**config.mk**
```make
export PLATFORM = sky130hd
export DESIGN_NAME = hazard_ctrl
export DESIGN_NICKNAME = d
export VERILOG_FILES = /design/src/rtl/hazard_ctrl.sv
export SDC_FILE = /design/constraint.sdc
export NUM_CORES = 1
export LEC_CHECK = 0
export BUFFER_PORTS_ARGS = -buffer_cell sky130_fd_sc_hd__buf_2
export CAP_MARGIN = 20
export CORE_UTILIZATION = 52
export DETAILED_ROUTE_END_ITERATION = 12
export PLACE_DENSITY = 0.85
export SKIP_CTS_REPAIR_TIMING = 1
export SYNTH_ARGS = -nofsm -noshare
export SYNTH_HDL_FRONTEND = slang
export SYNTH_SLANG_ARGS = --single-unit
```
**constraint.sdc**
```tcl
create_clock -name clk -period 4 [get_ports clk]
set_clock_uncertainty 0.2 [all_clocks]
set_input_delay 1.2 -clock clk [delete_from_list [all_inputs] [get_ports clk]]
set_output_delay 1.2 -clock clk [all_outputs]
set_load 0.005 [all_outputs]
```
**src/rtl/hazard_ctrl.sv**
```systemverilog
// Pipeline hazard control: tracks the E/M/W slots, selects execute-operand
// forwarding, and raises load-use / multi-cycle stalls and taken-branch flushes.
module hazard_fwd_sel (
    input  logic [4:0] src,
    input  logic       m_valid,
    input  logic       m_regwrite,
    input  logic       m_load,
    input  logic [4:0] m_rd,
    input  logic       w_valid,
    input  logic       w_regwrite,
    input  logic [4:0] w_rd,
    output logic [1:0] sel
);
    logic m_hit, w_hit;

    // A load in M has no data yet; the load-use stall keeps that path dead.
    assign m_hit = m_valid && m_regwrite && (m_rd != 5'd0) && (m_rd == src) && !m_load;
    assign w_hit = w_valid && w_regwrite && (w_rd != 5'd0) && (w_rd == src);
    assign sel   = m_hit ? 2'd2 : (w_hit ? 2'd1 : 2'd0);
endmodule

module hazard_ctrl #(
    parameter int MC_CYCLES = 4
) (
    input  logic       clk,
    input  logic       reset,
    input  logic       d_valid,
    input  logic [4:0] d_rs1,
    input  logic [4:0] d_rs2,
    input  logic [4:0] d_rd,
    input  logic       d_regwrite,
    input  logic       d_load,
    input  logic       d_mc,
    input  logic       PCSrc,
    output logic [1:0] R_1_solve,
    output logic [1:0] R_2_solve,
    output logic       StallF,
    output logic       StallD,
    output logic       StallE,
    output logic       FlushD,
    output logic       FlushE
);
    typedef struct packed {
        logic       valid;
        logic [4:0] rd;
        logic       regwrite;
        logic       load;
        logic       mc;
    } e_slot_t;

    typedef struct packed {
        logic       valid;
        logic [4:0] rd;
        logic       regwrite;
        logic       load;
    } m_slot_t;

    typedef struct packed {
        logic       valid;
        logic [4:0] rd;
        logic       regwrite;
    } w_slot_t;

    localparam logic [3:0] MC_LOAD = 4'(MC_CYCLES - 1);

    e_slot_t         e_q, d_slot;
    m_slot_t         m_q;
    w_slot_t         w_q;
    logic [1:0][4:0] e_src_q, d_src;
    logic [1:0][1:0] fwd_sel;
    logic [3:0]      busy_cnt;
    logic            busy, branch, load_use, e_hits_d;

    assign d_src  = {d_rs2, d_rs1};
    assign d_slot = '{valid: d_valid, rd: d_rd, regwrite: d_regwrite, load: d_load, mc: d_mc};
    assign busy   = e_q.mc && (busy_cnt != 4'd0);
    assign branch = PCSrc && !busy;

    always_comb begin
        e_hits_d = 1'b0;
        for (int i = 0; i < 2; i++)
            if (e_q.valid && e_q.regwrite && (e_q.rd != 5'd0) && (e_q.rd == d_src[i]))
                e_hits_d = 1'b1;
    end

    // Busy wins over branch, branch wins over load-use.
    assign load_use = !busy && !branch && d_valid && e_q.load && e_hits_d;

    for (genvar i = 0; i < 2; i++) begin : g_fwd
        hazard_fwd_sel u_sel (
            .src        (e_src_q[i]),
            .m_valid    (m_q.valid),
            .m_regwrite (m_q.regwrite),
            .m_load     (m_q.load),
            .m_rd       (m_q.rd),
            .w_valid    (w_q.valid),
            .w_regwrite (w_q.regwrite),
            .w_rd       (w_q.rd),
            .sel        (fwd_sel[i])
        );
    end

    always_comb begin
        R_1_solve = 2'd0;
        R_2_solve = 2'd0;
        StallF    = 1'b0;
        StallD    = 1'b0;
        StallE    = 1'b0;
        FlushD    = 1'b0;
        FlushE    = 1'b0;
        if (!reset) begin
            R_1_solve = fwd_sel[0];
            R_2_solve = fwd_sel[1];
            StallF    = busy || load_use;
            StallD    = busy || load_use;
            StallE    = busy;
            FlushD    = branch;
            FlushE    = branch || load_use;
        end
    end

    always_ff @(posedge clk) begin
        if (reset) begin
            e_q      <= '0;
            m_q      <= '0;
            w_q      <= '0;
            e_src_q  <= '0;
            busy_cnt <= '0;
        end else if (busy) begin
            busy_cnt <= busy_cnt - 4'd1;
            m_q      <= '0;
            w_q      <= '{m_q.valid, m_q.rd, m_q.regwrite};
        end else begin
            w_q <= '{m_q.valid, m_q.rd, m_q.regwrite};
            m_q <= '{e_q.valid, e_q.rd, e_q.regwrite, e_q.load};
            if (d_valid && !branch && !load_use) begin
                e_q      <= d_slot;
                e_src_q  <= d_src;
                busy_cnt <= d_mc ? MC_LOAD : 4'd0;
            end else begin
                e_q     <= '0;
                e_src_q <= '0;
            end
        end
    end
endmodule

```
Yosys cells after proc, flatten, opt, wreduce, memory -nomap -nowiden
Index checks and enable logic that the tools add are counted.

Flip-flop bits (word level): 38. Word-level logic and storage cells: 73.

Add/sub/neg operators: 1. Equal/unequal tests: 6. Mux-type cells: 17. Reduce and logical (&&, ||, !) cells: 34.

Operator list (count): $eq A5 B5 Y1 (6); $logic_and A1 B1 Y1 (22); $reduce_bool A5 Y1 (3); $mux W10 (1); $mux W2 (5); $mux W9 (1); $mux W1 (8); $mux W4 (2); $logic_not A1 Y1 (4); $reduce_bool A4 Y1 (1); $sub A4 B1 Y4 const B (1); $logic_or A1 B1 Y1 (2); $reduce_bool A2 Y1 (1); $reduce_or A2 Y1 (1).

Longest topological paths before layout
Depth in word-level cells: 13. Gate-level depth with buffers: 8. Mapped depth without buffers: 7.

By module
From an unflattened synthesis, not the netlist that was laid out.

Cells, all modules: 183. Area total of the unflattened synthesis: 1839.3 µm².

By module, submodules not included: hazard_ctrl (times used 1, cells an instance 141, area each 1503.9 µm², sequential area each 760.7 µm²); hazard_fwd_sel (times used 2, cells an instance 21, area each 167.7 µm², sequential area each 0.0 µm²).

Worst setup path before layout
Ideal clock, no wire load.

Kind: input -> output. Start: input port d_valid. End: output port StallF. Arrival: 2422 ps. Required time: 2600 ps. Path slack: 178 ps. Stages on the path: 6. Buffers on the path: 1. Path through: or2b_2 nor2_1 o21ai_4 or2_2 a21oi_1 buf_4.

Cells in the longest elaborated chain, start to end: 5.

RTL lines: start, declared (line 27) `input logic d_valid,`; $logic_and A1 B1 Y1 (3 in a row) (line 87) `assign load_use = !busy && !branch && d_valid && e_q.load && e_hits_d;`; $logic_or A1 B1 Y1; $mux W1; end, declared (line 37) `output logic StallF,`.

No other way between the ends.

Worst setup path after layout
Start: input port PCSrc. End: output port StallD.

Cells in the longest elaborated chain, start to end: 8.

RTL lines: start, declared (line 34) `input logic PCSrc,`; $logic_and A1 B1 Y1 (line 77) `assign branch = PCSrc && !busy;`; $logic_not A1 Y1 (line 87); $logic_and A1 B1 Y1 (4 in a row) (line 87); $logic_or A1 B1 Y1 (line 115) `StallD = busy || load_use;`; $mux W1 (line 111) `if (!reset) begin`; end, declared (line 38) `output logic StallD,`.

No other way between the ends.

==> summary.md <==
| Metric | Value |
|---|---|
| Clk_lat worst skew | 0.28 ns |
| Main synth FF type | dfxtp_1 |
| Via density | 5.66 |
| Fin. Hold Viols | 0 |
| Sum of buffers and inverters on the critical path | 2 |
| Largest delay share family, worst path | simple AND/OR/NAND/NOR gates |
| Ports | 31 |
| Register share of total power | 49.7% |
| CTS root buf | clkbuf_8 |
| Syn avg cell area | between 8 and 9 µm² |
| DP HPWL | slightly above 3 mm |
| CTS H-tree lvls | 2 |
| Port Buf Inserts | 30 |
| Routability cong. | 0.868 |
| Switching power of the nets | 179 µW |
| Final Max Tran Viols | 0 |
| P_int | 624 µW |
| TritonCTS Sinks | 38 |
| CP max FO | 4 |
| Initial antenna violation count | 0 |
| Core area | ~3700 µm² |
| Pre-CTS WS | 0.0748 ns |
| CTS Buf Count | 5 |
| Peak Freq | roughly 260 MHz |
| Setup ws final | 0.0883 ns |
| Vias | 1748 |
| Period minus WS final | a little under 4 ns |
| Slowest-stage cell, CP | or2b_2 |
| Die Footprint | 4080 µm² |
| Vias in the first global route | 1704 |
| CP Capture Type | output pin |
| Synth top area cells | dfxtp_1 38%, xor2_1 9.7%, and3_1 7.5% |
| Gr usage total | 24.0% |
| Synth warn | 0 |
| Final period util | 97.8% |
| RSZ-0062 raised after global routing | no |
| Leading cell type in the layout, fill and taps excluded | dfxtp_1 |
| CP peak stage delay | between 0.3 and 0.4 ns |
| Max-slew headroom | 75.2% |
| Final setup fails | 0 |
| Filler cells | 325 |
| Min-delay worst type | flip-flop to flip-flop |
| Routed Antenna Nets | 0 |
| Gate count of the mapped netlist | 233 |
| Combinational power share | 9.9% |
| Clock power share | 40.4% |
| Mapped Nets | 257 |
| First-pass DRT Iterations | 6 |
| Async set-reset flop share out of synthesis | 0% |
| EDFF count, synth | 0 |
| Max clock buf depth | 2 |
| Leak | roughly 1.0 nW |
| Layout area overhead | 14.6% |
| Proportion of layout cells with a drive suffix above 1 | 20.7% |
| Initial Utilization | ~54% |
| Worst path cell trace | buf_2 > or2b_2 > nor2_2 > o21ai_4 > or2_2 > a21oi_1 > buf_2 |
| Switching share of power | between 20% and 30% |
| Critical path startpoint category | primary input |
| Global-route wire length before repair | roughly 7.6 mm |
| DRC viols | 0 |
| Reg clk slew, reported paths | around 0.070 ns |
| Part of the Yosys area used for sequential elements | between 30% and 40% |
| Register bit total from synthesis | 38 |
| Worst VDD drop | 0.255 mV |
| Critical path class | primary input to output pin |
| Num rows | 22 |
| Die height | approximately 64 µm |
| Layout Utilization | 62.3% |
| Top cell type's share of synthesized area | between 30% and 40% |
| Most frequent cells in the layout | 38 x dfxtp_1, 30 x buf_2, 24 x and3_1 |
| Routed Wire Length | 4.34 mm |
| Post-synthesis cell type count | 41 |
| Total global routing overflow | 0 |
| Crit path DAT | 2.51 ns |
| Fin nets | 285 |
| Max Cap Viol | 0 |
| Fin Hold WS | between 0.2 and 0.3 ns |
| CTS tree | done |
| Power Total | 803 µW |
| Mapped Area | about 2000 µm² |
| Area leader, netlist | dfxtp_1 |
| Run status | finished clean |
| Least-Margin Pin Slew | ~0.37 ns |
| DRT iter0 DRCs | 63 |
| WL/cell | around 14 µm |
| Diodes inserted | 0 |
| Setup_tns | 0 ns |
| Worst path required time | 2.60 ns |
| Largest net degree at the start of global routing | 34 |
| PwrDens | between 300 and 400 nW/µm² |
| Die span in x | 63.9 µm |
| Top cell by count, worst path | buf_2 |
==> stage by stage <==
stage,area [µm²],std cells
after floorplan,1990,233
after global placement,2170,302
after detailed placement,2170,302
after CTS,2280,309
after global routing,2280,309
final,2280,309
==> kinds of logic after synthesis <==
group	synth area share, %
compound gates	18.2
buf+inv	5.34
fa+ha+maj	1.26
flops	38.2
simple gates	23.8
xor+xnor	13.2
==> cells in the mapped netlist (2+ instances only) <==
| cell type | number |
|---|---|
| nor4_1 | 3 |
| xor2_1 | 22 |
| a31oi_1 | 4 |
| o211ai_1 | 2 |
| inv_1 | 4 |
| and4_1 | 2 |
| clkbuf_1 | 8 |
| o21ai_0 | 8 |
| dfxtp_1 | 38 |
| nor3_1 | 4 |
| clkbuf_2 | 3 |
| ha_1 | 2 |
| nor2_1 | 9 |
| and3_1 | 24 |
| o21ai_1 | 12 |
| a21oi_1 | 19 |
| nand3_1 | 5 |
| nor2b_1 | 8 |
| nand2_1 | 20 |
| xnor2_1 | 8 |
| or4_1 | 4 |
| o2111a_1 | 2 |
| buf_6 | 2 |
| o2111ai_1 | 2 |
| buf_4 | 2 |
==> area by class of cell <==
| type | count | area, µm² | share of cell area (%) |
|---|---|---|---|
| multi-input combinational | 174 | 1130 | 49.4 |
| timing repair buffer | 37 | 203 | 8.89 |
| sequential | 38 | 761 | 33.4 |
| clock inverter | 1 | 30.0 | 1.32 |
| tap | 48 | 60.1 | 2.63 |
| clock buffer | 6 | 82.6 | 3.62 |
| inverter | 5 | 18.8 | 0.823 |
==> sequential cells by signal (all words and copies together) (netlist names) <==
name,count
e_src_q,10
m_q,8
w_q,7
busy_cnt,4
e_q,9
==> power groups by stage <==
stage	combinational [mW]	sequential, mW	clock (mW)
finish	0.0794	0.399	0.325
global route	0.0887	0.400	0.349
floorplan	0.0527	0.404	0
detailed placement	0.0780	0.408	0
CTS	0.0785	0.399	0.331
global placement	0.0763	0.407	0
==> layer usage <==
metal  GRT usage [%]  vias to the layer above  part of all wire (%)
met1            28.5                      816                    44
met5               0                        -                     0
met3            5.18                        4                   6.0
li1                -                      875                     -
met4            10.5                        0                  0.97
met2            41.2                       53                    49
==> worst paths after layout <==
check	from	end	slack [ns]	cells after the start
setup / recovery	PCSrc	StallD	0.09	7
setup reg to reg	e_q[6]$_SDFFE_PP0N_	busy_cnt[3]$_SDFFE_PP0P_	1.99	5
hold reg to reg	m_q[7]$_SDFF_PP0_	w_q[6]$_SDFF_PP0_	0.26	1
hold / removal	m_q[7]$_SDFF_PP0_	w_q[6]$_SDFF_PP0_	0.26	1
==> worst register-to-register path: cells and delay by family, from the launching register on <==
family	cells	cell delay [ns]
buffers and inverters	1	0.25
flip-flops	1	0.37
AO/OA/AOI/OAI	2	0.30
AND/OR/NAND/NOR	2	0.79
Power figures use the tool's default switching activity.
